[config.mk]
export PLATFORM = sky130hd
export DESIGN_NAME = mandelbrot_chunk_sched_flat
export DESIGN_NICKNAME = d
export VERILOG_FILES = /design/src/rtl/mandelbrot_chunk_sched_if.sv /design/src/rtl/mandelbrot_chunk_sched.sv /design/src/flat_wrapper.sv
export SDC_FILE = /design/constraint.sdc
export NUM_CORES = 1
export LEC_CHECK = 0
export ABC_CLOCK_PERIOD_IN_PS = 6700
export BUFFER_PORTS_ARGS = -buffer_cell sky130_fd_sc_hd__buf_2
export CORE_MARGIN = 10
export CORE_UTILIZATION = 54
export DETAILED_ROUTE_END_ITERATION = 16
export HOLD_SLACK_MARGIN = 0.02
export PLACE_DENSITY_LB_ADDON = 0.08
export SLEW_MARGIN = 10
export SYNTH_ARGS = -nofsm -noshare
export SYNTH_HDL_FRONTEND = slang
export SYNTH_SLANG_ARGS = --single-unit
[constraint.sdc]
create_clock -name ap_clk -period 6.7 [get_ports ap_clk]
set_input_delay 0.335 -clock ap_clk [delete_from_list [all_inputs] [get_ports ap_clk]]
set_output_delay 0.335 -clock ap_clk [all_outputs]
set_load 0.05 [all_outputs]
[src/rtl/mandelbrot_chunk_sched_if.sv]
// mandelbrot_chunk_sched_if: chunk handshake between the job sequencer and the engine
interface mandelbrot_chunk_sched_if #(
  parameter int AW = 64,
  parameter int LW = 32
);
  logic          start;
  logic [AW-1:0] addr_offset;
  logic [LW-1:0] length;
  logic          done;
  modport master (output start, addr_offset, length, input done);
  modport slave  (input start, addr_offset, length, output done);
endinterface

[src/rtl/mandelbrot_chunk_sched.sv]
// mandelbrot_chunk_sched: splits one host job into aligned chunks and issues them to the engine one at a time
module mandelbrot_chunk_sched #(
  parameter int C_ADDR_WIDTH      = 64,
  parameter int C_LENGTH_WIDTH    = 32,
  parameter int C_MAX_CHUNK_BYTES = 4096,
  parameter int C_ALIGN_BYTES     = 64,
  parameter int C_TIMEOUT_CYCLES  = 65536
) (
  input  logic                      ap_clk,
  input  logic                      areset,
  input  logic                      ap_start,
  output logic                      ap_idle,
  output logic                      ap_done,
  input  logic [C_ADDR_WIDTH-1:0]   ctrl_addr_offset,
  input  logic [C_LENGTH_WIDTH-1:0] ctrl_length,
  input  logic [C_LENGTH_WIDTH-1:0] ctrl_chunk_bytes,
  mandelbrot_chunk_sched_if.master  eng,
  output logic                      status_error,
  output logic [15:0]               status_chunks
);
  localparam int CW = $clog2(C_TIMEOUT_CYCLES);
  localparam logic [C_LENGTH_WIDTH-1:0] MAXC  = C_LENGTH_WIDTH'(C_MAX_CHUNK_BYTES);
  localparam logic [C_LENGTH_WIDTH-1:0] ALIGN = C_LENGTH_WIDTH'(C_ALIGN_BYTES);
  typedef enum logic [1:0] {IDLE, LAUNCH, WAIT, DONE} state_t;
  state_t                    state;
  logic                      ap_start_q, start_edge;
  logic [C_ADDR_WIDTH-1:0]   addr, next_addr;
  logic [C_LENGTH_WIDTH-1:0] rem, chunk, c_req, c_eff, new_rem, launch_len, next_len;
  logic [CW-1:0]             cnt;
  always_comb begin
    start_edge = ap_start & ~ap_start_q;
    c_req      = (ctrl_chunk_bytes < MAXC ? ctrl_chunk_bytes : MAXC) & ~(ALIGN - 1'b1);
    c_eff      = c_req == '0 ? ALIGN : c_req;
    launch_len = rem < chunk ? rem : chunk;
    new_rem    = rem - eng.length;
    next_len   = new_rem < chunk ? new_rem : chunk;
    next_addr  = addr + C_ADDR_WIDTH'(eng.length);
  end
  always_ff @(posedge ap_clk) begin
    if (areset) begin
      state           <= IDLE;
      ap_start_q      <= 1'b0;
      ap_idle         <= 1'b1;
      ap_done         <= 1'b0;
      eng.start       <= 1'b0;
      eng.addr_offset <= '0;
      eng.length      <= '0;
      status_error    <= 1'b0;
      status_chunks   <= '0;
      addr            <= '0;
      rem             <= '0;
      chunk           <= '0;
      cnt             <= '0;
    end else begin
      ap_start_q <= ap_start;
      eng.start  <= 1'b0;
      ap_done    <= 1'b0;
      case (state)
        IDLE: begin
          ap_idle <= ~start_edge;
          if (start_edge) begin
            addr          <= ctrl_addr_offset;
            rem           <= ctrl_length;
            chunk         <= c_eff;
            status_chunks <= '0;
            status_error  <= 1'b0;
            state         <= ctrl_length == '0 ? DONE : LAUNCH;
          end
        end
        LAUNCH: begin
          eng.start       <= 1'b1;
          eng.addr_offset <= addr;
          eng.length      <= launch_len;
          cnt             <= '0;
          state           <= WAIT;
        end
        WAIT: begin
          cnt <= cnt + 1'b1;
          if (eng.done) begin
            addr          <= next_addr;
            rem           <= new_rem;
            status_chunks <= status_chunks + 16'(status_chunks != 16'hFFFF);
            if (new_rem == '0) state <= DONE;
            else begin
              // reissue directly so the next chunk starts the cycle after eng_done
              eng.start       <= 1'b1;
              eng.addr_offset <= next_addr;
              eng.length      <= next_len;
              cnt             <= '0;
            end
          end else if (cnt == CW'(C_TIMEOUT_CYCLES - 1)) begin
            status_error <= 1'b1;
            state        <= DONE;
          end
        end
        DONE: begin
          ap_done <= 1'b1;
          state   <= IDLE;
        end
        default: state <= IDLE;
      endcase
    end
  end
endmodule

[src/flat_wrapper.sv]
// flat-port wrapper written by rule: the top's interface ports become plain ports
module mandelbrot_chunk_sched_flat 
#(
  parameter int C_ADDR_WIDTH      = 64,
  parameter int C_LENGTH_WIDTH    = 32,
  parameter int C_MAX_CHUNK_BYTES = 4096,
  parameter int C_ALIGN_BYTES     = 64,
  parameter int C_TIMEOUT_CYCLES  = 65536
)
  (ap_clk, areset, ap_start, ap_idle, ap_done, ctrl_addr_offset, ctrl_length, ctrl_chunk_bytes, status_error, status_chunks, eng_start, eng_addr_offset, eng_length, eng_done);
  mandelbrot_chunk_sched_if #(.AW((64)), .LW((32))) eng_i ();
  input  logic ap_clk;
  input  logic areset;
  input  logic ap_start;
  output logic ap_idle;
  output logic ap_done;
  input  logic [C_ADDR_WIDTH-1:0] ctrl_addr_offset;
  input  logic [C_LENGTH_WIDTH-1:0] ctrl_length;
  input  logic [C_LENGTH_WIDTH-1:0] ctrl_chunk_bytes;
  output logic status_error;
  output logic [15:0] status_chunks;
  output wire logic [$bits(eng_i.start)-1:0] eng_start;
  output wire logic [$bits(eng_i.addr_offset)-1:0] eng_addr_offset;
  output wire logic [$bits(eng_i.length)-1:0] eng_length;
  input wire logic [$bits(eng_i.done)-1:0] eng_done;
  assign eng_start = eng_i.start;
  assign eng_addr_offset = eng_i.addr_offset;
  assign eng_length = eng_i.length;
  assign eng_i.done = eng_done;
  mandelbrot_chunk_sched #(.C_ADDR_WIDTH(C_ADDR_WIDTH), .C_LENGTH_WIDTH(C_LENGTH_WIDTH), .C_MAX_CHUNK_BYTES(C_MAX_CHUNK_BYTES), .C_ALIGN_BYTES(C_ALIGN_BYTES), .C_TIMEOUT_CYCLES(C_TIMEOUT_CYCLES)) u_core (.ap_clk(ap_clk), .areset(areset), .ap_start(ap_start), .ap_idle(ap_idle), .ap_done(ap_done), .ctrl_addr_offset(ctrl_addr_offset), .ctrl_length(ctrl_length), .ctrl_chunk_bytes(ctrl_chunk_bytes), .eng(eng_i), .status_error(status_error), .status_chunks(status_chunks));
endmodule
==> impl_metrics.tcl, run 1 <==
set metrics [dict create \
    status "complete, no violations" \
    instances_no_fill 2895 \
    min_path_cells 3 \
    finalSetupTns_ps 0 \
    die_w_um 203 \
    dp_cells 2826 \
    drt.antenna.violating_nets 0 \
    finalCritPeriodShare_pct 87.5 \
    drv_slew 0 \
    fin_worst_skew_ps 11.1 \
    insertion_delay_ps 580 \
    numCtsBuffers 30 \
    cts.sink_count 257 \
    vias 18800 \
    fmax_ghz 0.171 \
    wirelength_mm 66.1 \
    synth_area_leaders "dfxtp_1, ha_1, a21oi_1, o21ai_0, nor2_1" \
    post-dp-hpwl_mm 47.3 \
    antenna_found_initial 3 \
    clk_pin_slew_worst_paths_ps 60 \
    synthTopCellsByCount "dfxtp_1, a21oi_1, nor2_1" \
    switchingPower_w 0.00382 \
    finalSetupViolCount 0 \
    synth-seq-cells 257 \
    cts_resized 0 \
    design_area_mm2 0.0206 \
    tightestPinTransition_ps 1270 \
    yosysMostFrequentCell "dfxtp_1" \
    fp.dieArea_mm2 0.0414 \
    p_int_w 0.00420 \
    drv_cap 0 \
    timing_hold_violations_final 0 \
    max_slew_margin_pct 14.5 \
    yosysSeqAreaShare_pct 28.3 \
    root_buffer "clkbuf_16" \
    synth_area_per_cell_um2 7.98 \
    syn-cell-area_mm2 0.0182 \
    r2r-end "u_core.eng.length[22]" \
    path_class "register to register" \
    synth_edf_count 0 \
    drcViolationCount 0 \
    crit_required_ps 7220 \
    swShare_pct 47.6 \
    overflow 0 \
    timing.hold.ws_ps 49.6 \
    nets 2676 \
    period_minus_slack_ps 5860 \
    firstDrtPassIters 5 \
    cts_tree "yes" \
    power.density_mw_per_mm2 389 \
    seq_power_share_pct 24.5 \
    synth_cell_types 99 \
    start_util_pct 54.4 \
    ff2ff_path_depth 18 \
    drive_above_1_share_pct 17.1 \
    fillers 3093 \
    io_pins 248 \
    drt_iter0_drc 1625 \
    viasPerCell 6.51 \
    reg2reg_from "u_core.eng.length[10]" \
    synth_flop_cell "dfxtp_1" \
    min_from "ctrl_addr_offset[62]" \
    coreArea_mm2 0.0334 \
    ir_drop_v 0.000352 \
    grt_first_pass_wirelength_mm 102 \
    routedWlPerCell_um 22.8 \
    syn_nets 2529 \
    synthToLayoutAreaGrowth_pct 13.4 \
    ys_async_sr_fraction_pct 0 \
    yosysWarnings 0 \
    combPwrFrac_pct 54.5 \
    grt_max_degree 90 \
    yosysTopAreaCell "dfxtp_1" \
    cts_setup_buffers 0 \
    p_leak_nw 8.11 \
    cts_htree_levels 1 \
    grt.total_usage_pct 30.3 \
    synth_top_area_share_pct 28.3 \
    cts_buffer_depth 3 \
    ff2ff_setup_slack_ps 840 \
    fp.dieH_um 203 \
    worstPathArrival_ps 6380 \
    finalWeightedCongestion 0.977 \
    grt_pass1_vias 17900 \
    dpl_cell_area_mm2 0.0195 \
    portBuffers 241 \
    critPathCaptureType "register" \
    clkPwrFrac_pct 21.0 \
    critPathMaxFanout 24 \
    rsz0062_at_grt "no" \
    synthCells 2276 \
    hold_end "u_core.addr[62]" \
    cp-start-kind "register" \
    min_path_type "input port to register" \
    num_rows 67 \
]
area by class of cell:
cell class / count / area (µm²) / share of cell area [%]
multi-input combinational: 1763 / 12000 / 58.3
sequential: 257 / 5140 / 25.0
timing repair buffer: 275 / 1500 / 7.28
clock buffer: 47 / 946 / 4.59
tap: 448 / 561 / 2.72
inverter: 96 / 362 / 1.76
clock inverter: 7 / 63.8 / 0.310
antenna: 2 / 5.00 / 0.0243
timing repair:
item | 4_1_cts | 5_1_grt
hold buffers | 13 | 0
endpoints found under the setup margin | 0 | 0
endpoints found under the hold margin | 13 | 0
worst max path at each step:
stage / startpoint / end / slack (ps) / cells past startpoint
finish: u_core.eng.length[10] / u_core.eng.length[22] / 840 / 18
global route: u_core.eng.length[6] / u_core.eng.length[28] / 390 / 18
CTS: u_core.eng.length[6] / u_core.eng.length[28] / 960 / 18
detailed placement: u_core.eng.length[6] / u_core.eng.length[30] / 990 / 18
global placement: u_core.eng.length[6] / u_core.eng.length[28] / 1160 / 18
floorplan: u_core.eng.length[1] / u_core.eng.length[28] / 1970 / 20
layout by cell type, fill, tap and decap left out, types with 14 or more instances in the layout:
| cell type | Yosys | layout |
|---|---|---|
| buf_4 | 7 | 21 |
| a31oi_1 | 18 | 18 |
| nand3_1 | 55 | 55 |
| nand4_1 | 45 | 45 |
| and3_1 | 27 | 27 |
| ha_1 | 119 | 117 |
| o211ai_1 | 18 | 18 |
| a211oi_1 | 73 | 73 |
| dfxtp_1 | 257 | 257 |
| nand2_1 | 162 | 162 |
| o21ai_0 | 149 | 148 |
| nor2_1 | 168 | 167 |
| mux2_2 | 26 | 26 |
| xor2_1 | 47 | 47 |
| nor4_1 | 30 | 30 |
| clkbuf_16 | 0 | 31 |
| a21o_1 | 43 | 43 |
| xnor2_1 | 49 | 49 |
| nor3_1 | 81 | 81 |
| a211oi_2 | 18 | 18 |
| nand2b_1 | 17 | 17 |
| o21a_1 | 25 | 24 |
| mux2i_1 | 44 | 44 |
| inv_1 | 94 | 92 |
| and2_1 | 14 | 14 |
| a311oi_1 | 24 | 24 |
| buf_2 | 26 | 240 |
| a21oi_1 | 231 | 231 |
| a22oi_1 | 30 | 30 |
| o22ai_1 | 15 | 15 |
per-layer routing:
metal	vias up	wire length, µm	GRT usage, %	share of wire, %
met5	-	0	0	0
met4	0	2170	9.91	3.3
met3	129	5550	5.35	8.4
met2	873	29900	48.7	45
met1	9022	28500	40.4	43
li1	8812	-	-	-
power groups by stage:
stage | logic (W) | clock network, W | registers, W
6_report | 0.00437 | 0.00169 | 0.00196
5_1_grt | 0.00476 | 0.00175 | 0.00199
4_1_cts | 0.00430 | 0.00170 | 0.00196
3_5_place_dp | 0.00427 | 0 | 0.00199
3_3_place_gp | 0.00420 | 0 | 0.00198
2_1_floorplan | 0.00286 | 0 | 0.00227
state kept, by name, indices dropped and copies added, names as in the netlist, 2 cells and up:
| name | cells |
|---|---|
| u_core.addr | 64 |
| u_core.chunk | 26 |
| u_core.cnt | 16 |
| u_core.eng.addr_offset | 64 |
| u_core.eng.length | 32 |
| u_core.rem | 32 |
| u_core.state | 2 |
| u_core.status_chunks | 16 |
logic make-up after synthesis:
| logic type | Yosys count | share of synthesized area [%] |
|---|---|---|
| fa+ha+maj | 121 | 8.42 |
| compound gates | 812 | 30.7 |
| mux | 70 | 4.04 |
| flops | 257 | 28.3 |
| buf+inv | 256 | 5.91 |
| simple gates | 663 | 17.9 |
| xor+xnor | 97 | 4.72 |
worst max-delay path: stages, from the launching register on:
cell and delay [ps]:
dfxtp_1 550, inv_1 90, ha_1 460, a21oi_1 280, o21ai_0 140, a21o_1 210
nor2_1 350, xnor2_1 330, ha_1 350, a21o_1 160, a21o_1 170, a2111oi_0 380
o32a_1 210, o21ai_0 280, o211a_1 770, o21ai_0 320, o21ai_0 160, a2111oi_2 430
a31o_1 160
per-stage QoR:
stage / util, % / setup slack [ps] / total power [W]
CTS: 61.7 / 964 / 0.00796
floorplan: - / 1970 / 0.00513
global placement: 58.3 / 1160 / 0.00618
detailed placement: 58.3 / 987 / 0.00626
finish: 61.7 / 836 / 0.00802
global route: 61.7 / 391 / 0.00850
No activity file was read; power rests on OpenSTA's default activity.
==> run 2, diff against run 1 <==
ABC_AREA = 1   (was default)
==> impl_metrics.tcl, run 2 <==
set metrics [dict create \
    status "complete, no violations" \
    combPwrFrac_pct 68.3 \
    rsz0062_at_grt "no" \
    overflow 0 \
    grt.total_usage_pct 28.8 \
    nets 3270 \
    drt_iter0_drc 1461 \
    wirelength_met1_mm 26.5 \
    reg_top3 "u_core.addr (64), u_core.eng.addr_offset (64)" \
    swShare_pct 56.4 \
    yosysTopAreaCell "dfxtp_1" \
    coreArea_mm2 0.0327 \
    cts_buffer_depth 3 \
    synthCells 2848 \
    wirelength_mm 61.9 \
    grt_pass1_vias 18900 \
    synth_top_area_share_pct 28.6 \
    finalSetupTns_ps 0 \
    min_path_type "input port to register" \
    top_layer_used "met4" \
    met3WireLength_mm 4.14 \
    ys_async_sr_fraction_pct 0 \
    synth_area_per_cell_um2 6.33 \
    yosysSeqAreaShare_pct 28.6 \
    portBuffers 241 \
    seq_power_share_pct 19.1 \
    post-dp-hpwl_mm 47.5 \
    path_cells "inv_1 > ha_1 > a21oi_1 > o21ai_0 > a21oi_1 > nor2_1 > nor2_1 > nand3b_1 > nand2_1 > nor2_1 > nand2_1 > nor2_1 > nand4_2 > nand3_4 > inv_2 > buf_4 > nand2_1 > a21oi_1" \
    timing_hold_violations_final 0 \
    worstPathArrival_ps 5190 \
    finalCritPeriodShare_pct 70.0 \
    synthToLayoutAreaGrowth_pct 12.9 \
    start_util_pct 55.1 \
    drt.antenna.violating_nets 0 \
    synth-seq-cells 257 \
    viasPerCell 5.68 \
    max_slew_margin_pct 29.4 \
    syn-cell-area_mm2 0.0180 \
    power.density_mw_per_mm2 611 \
    numCtsBuffers 28 \
    routedWlPerCell_um 17.8 \
    finalWeightedCongestion 0.980 \
    period_minus_slack_ps 4690 \
    p_leak_nw 9.46 \
    yosysMostFrequentCell "nand2_1" \
    cp-start-kind "register" \
    fin_worst_skew_ps 16.9 \
    drcViolationCount 0 \
    fp.dieH_um 203 \
    met2_length_mm 29.1 \
    grt_max_degree 98 \
    drive_above_1_share_pct 10.7 \
    crit_required_ps 7200 \
    clkPwrFrac_pct 12.6 \
    grt_first_pass_wirelength_mm 98.4 \
    p_int_w 0.00541 \
    cts_tree "yes" \
    cts_htree_levels 1 \
    syn_nets 3101 \
    firstDrtPassIters 5 \
    io_pins 248 \
    vias 19800 \
    root_buffer "clkbuf_16" \
    slowest_delay_ps 660 \
    fp.dieArea_mm2 0.0411 \
    clk_pin_slew_worst_paths_ps 60 \
    crit_top_cell "nor2_1" \
    cp_slowest_cell "buf_4" \
    antenna_found_initial 2 \
    final_cell_mix "nand2_1, inv_1, a21oi_1" \
    final_common_cell "nand2_1" \
    multi_input_comb_area_mm2 0.0109 \
    num_rows 66 \
    drv_cap 0 \
    cts_setup_buffers 0 \
    synth_edf_count 0 \
    cts_resized 0 \
    finalPower_w 0.0124 \
    synth_cell_types 48 \
    drv_slew 0 \
    critPathMaxFanout 63 \
    cts.sink_count 257 \
    tightestPinTransition_ps 1060 \
    synth_area_leaders "dfxtp_1, nand2_1, a21oi_1, ha_1, inv_1" \
    switchingPower_w 0.00701 \
    insertion_delay_ps 570 \
    die_w_um 203 \
    critPathCaptureType "register" \
    synthTopCellsByCount "nand2_1, inv_1, a21oi_1" \
    fillers 3199 \
    path_class "register to register" \
    yosysWarnings 0 \
    register_area_mm2 0.00514 \
    fmax_ghz 0.213 \
    finalSetupViolCount 0 \
    synth_flop_cell "dfxtp_1" \
    ir_drop_v 0.000612 \
]
-- run 2: cell types whose count changed after synthesis, moves of 44 or more --
cell and delta:
a21oi_1 +154, mux2i_1 -44, nand2_1 +502, a211oi_1 -67
nand3_1 +127, o21ai_0 +61, a221oi_1 +45, inv_1 +297
-- run 2: timing repair --
action	4_1_cts	5_1_grt
hold buffers	3	0
endpoints found under the hold margin	3	0
endpoints found under the setup margin	0	0
-- run 2: final timing paths --
| check | start | endpoint | slack [ps] | cells after the start |
|---|---|---|---|---|
| min | ctrl_addr_offset[2] | u_core.addr[2] | 30 | 3 |
| min reg2reg | u_core.eng.addr_offset[29] | u_core.eng.addr_offset[29] | 460 | 2 |
| max | u_core.eng.length[18] | u_core.eng.addr_offset[5] | 2010 | 18 |
| max reg2reg | u_core.eng.length[18] | u_core.eng.addr_offset[5] | 2010 | 18 |
-- run 2: layout make-up --
type / count / share of cell area, %
Multi-Input combinational cell: 2076 / 53.5
Clock inverter: 6 / 0.289
Clock buffer: 42 / 4.20
Inverter: 397 / 7.35
Sequential cell: 257 / 25.3
Timing Repair Buffer: 257 / 6.59
Antenna cell: 2 / 0.0246
Tap cell: 442 / 2.72
-- run 2: cell families (layout without fill, tap and decap cells) --
family,count (synthesis),after routing,share of synthesized area [%]
AO/OA/AOI/OAI,733,733,22.4
flip-flops,257,257,28.6
other,0,2,0
XOR/XNOR,32,32,1.56
buffers and inverters,515,702,11.2
adder cells (fa/ha/maj),121,121,8.49
AND/OR/NAND/NOR,1190,1190,27.8
-- run 2: worst max-delay path, delay by kind of cell (launching register included) --
kind | cells | cell delay, ps
simple gates | 10 | 1350
compound gates | 4 | 1020
flops | 1 | 420
fa+ha+maj | 1 | 380
buf+inv | 3 | 1330
-- run 2: power by group through the flow --
stage               sequential (W)  clock [W]  combinational (W)
global placement           0.00237          0            0.00818
finish                     0.00238    0.00156            0.00848
global route               0.00242    0.00163            0.00951
CTS                        0.00236    0.00157            0.00839
floorplan                  0.00283          0            0.00579
detailed placement         0.00239          0            0.00834
-- run 2: per-layer routing --
layer  track usage [%]  vias to the layer above
met4              9.99                        0
met5                 0                        -
li1                  -                     9850
met1              36.9                     9058
met3              3.84                      119
met2              48.7                      724
-- run 2: through the flow --
| stage | util [%] | cell area [µm²] | hold slack, ps | setup slack, ps | instances |
|---|---|---|---|---|---|
| 2_1_floorplan | - | 18000 | 436 | 2990 | 2848 |
| 3_3_place_gp | 59.3 | 19400 | 438 | 2090 | 3426 |
| 3_5_place_dp | 59.3 | 19400 | 448 | 2050 | 3426 |
| 4_1_cts | 62.2 | 20300 | 22.1 | 2020 | 3477 |
| 5_1_grt | 62.2 | 20300 | 44.8 | 1660 | 3478 |
| 6_report | 62.2 | 20300 | 31.6 | 2010 | 3479 |
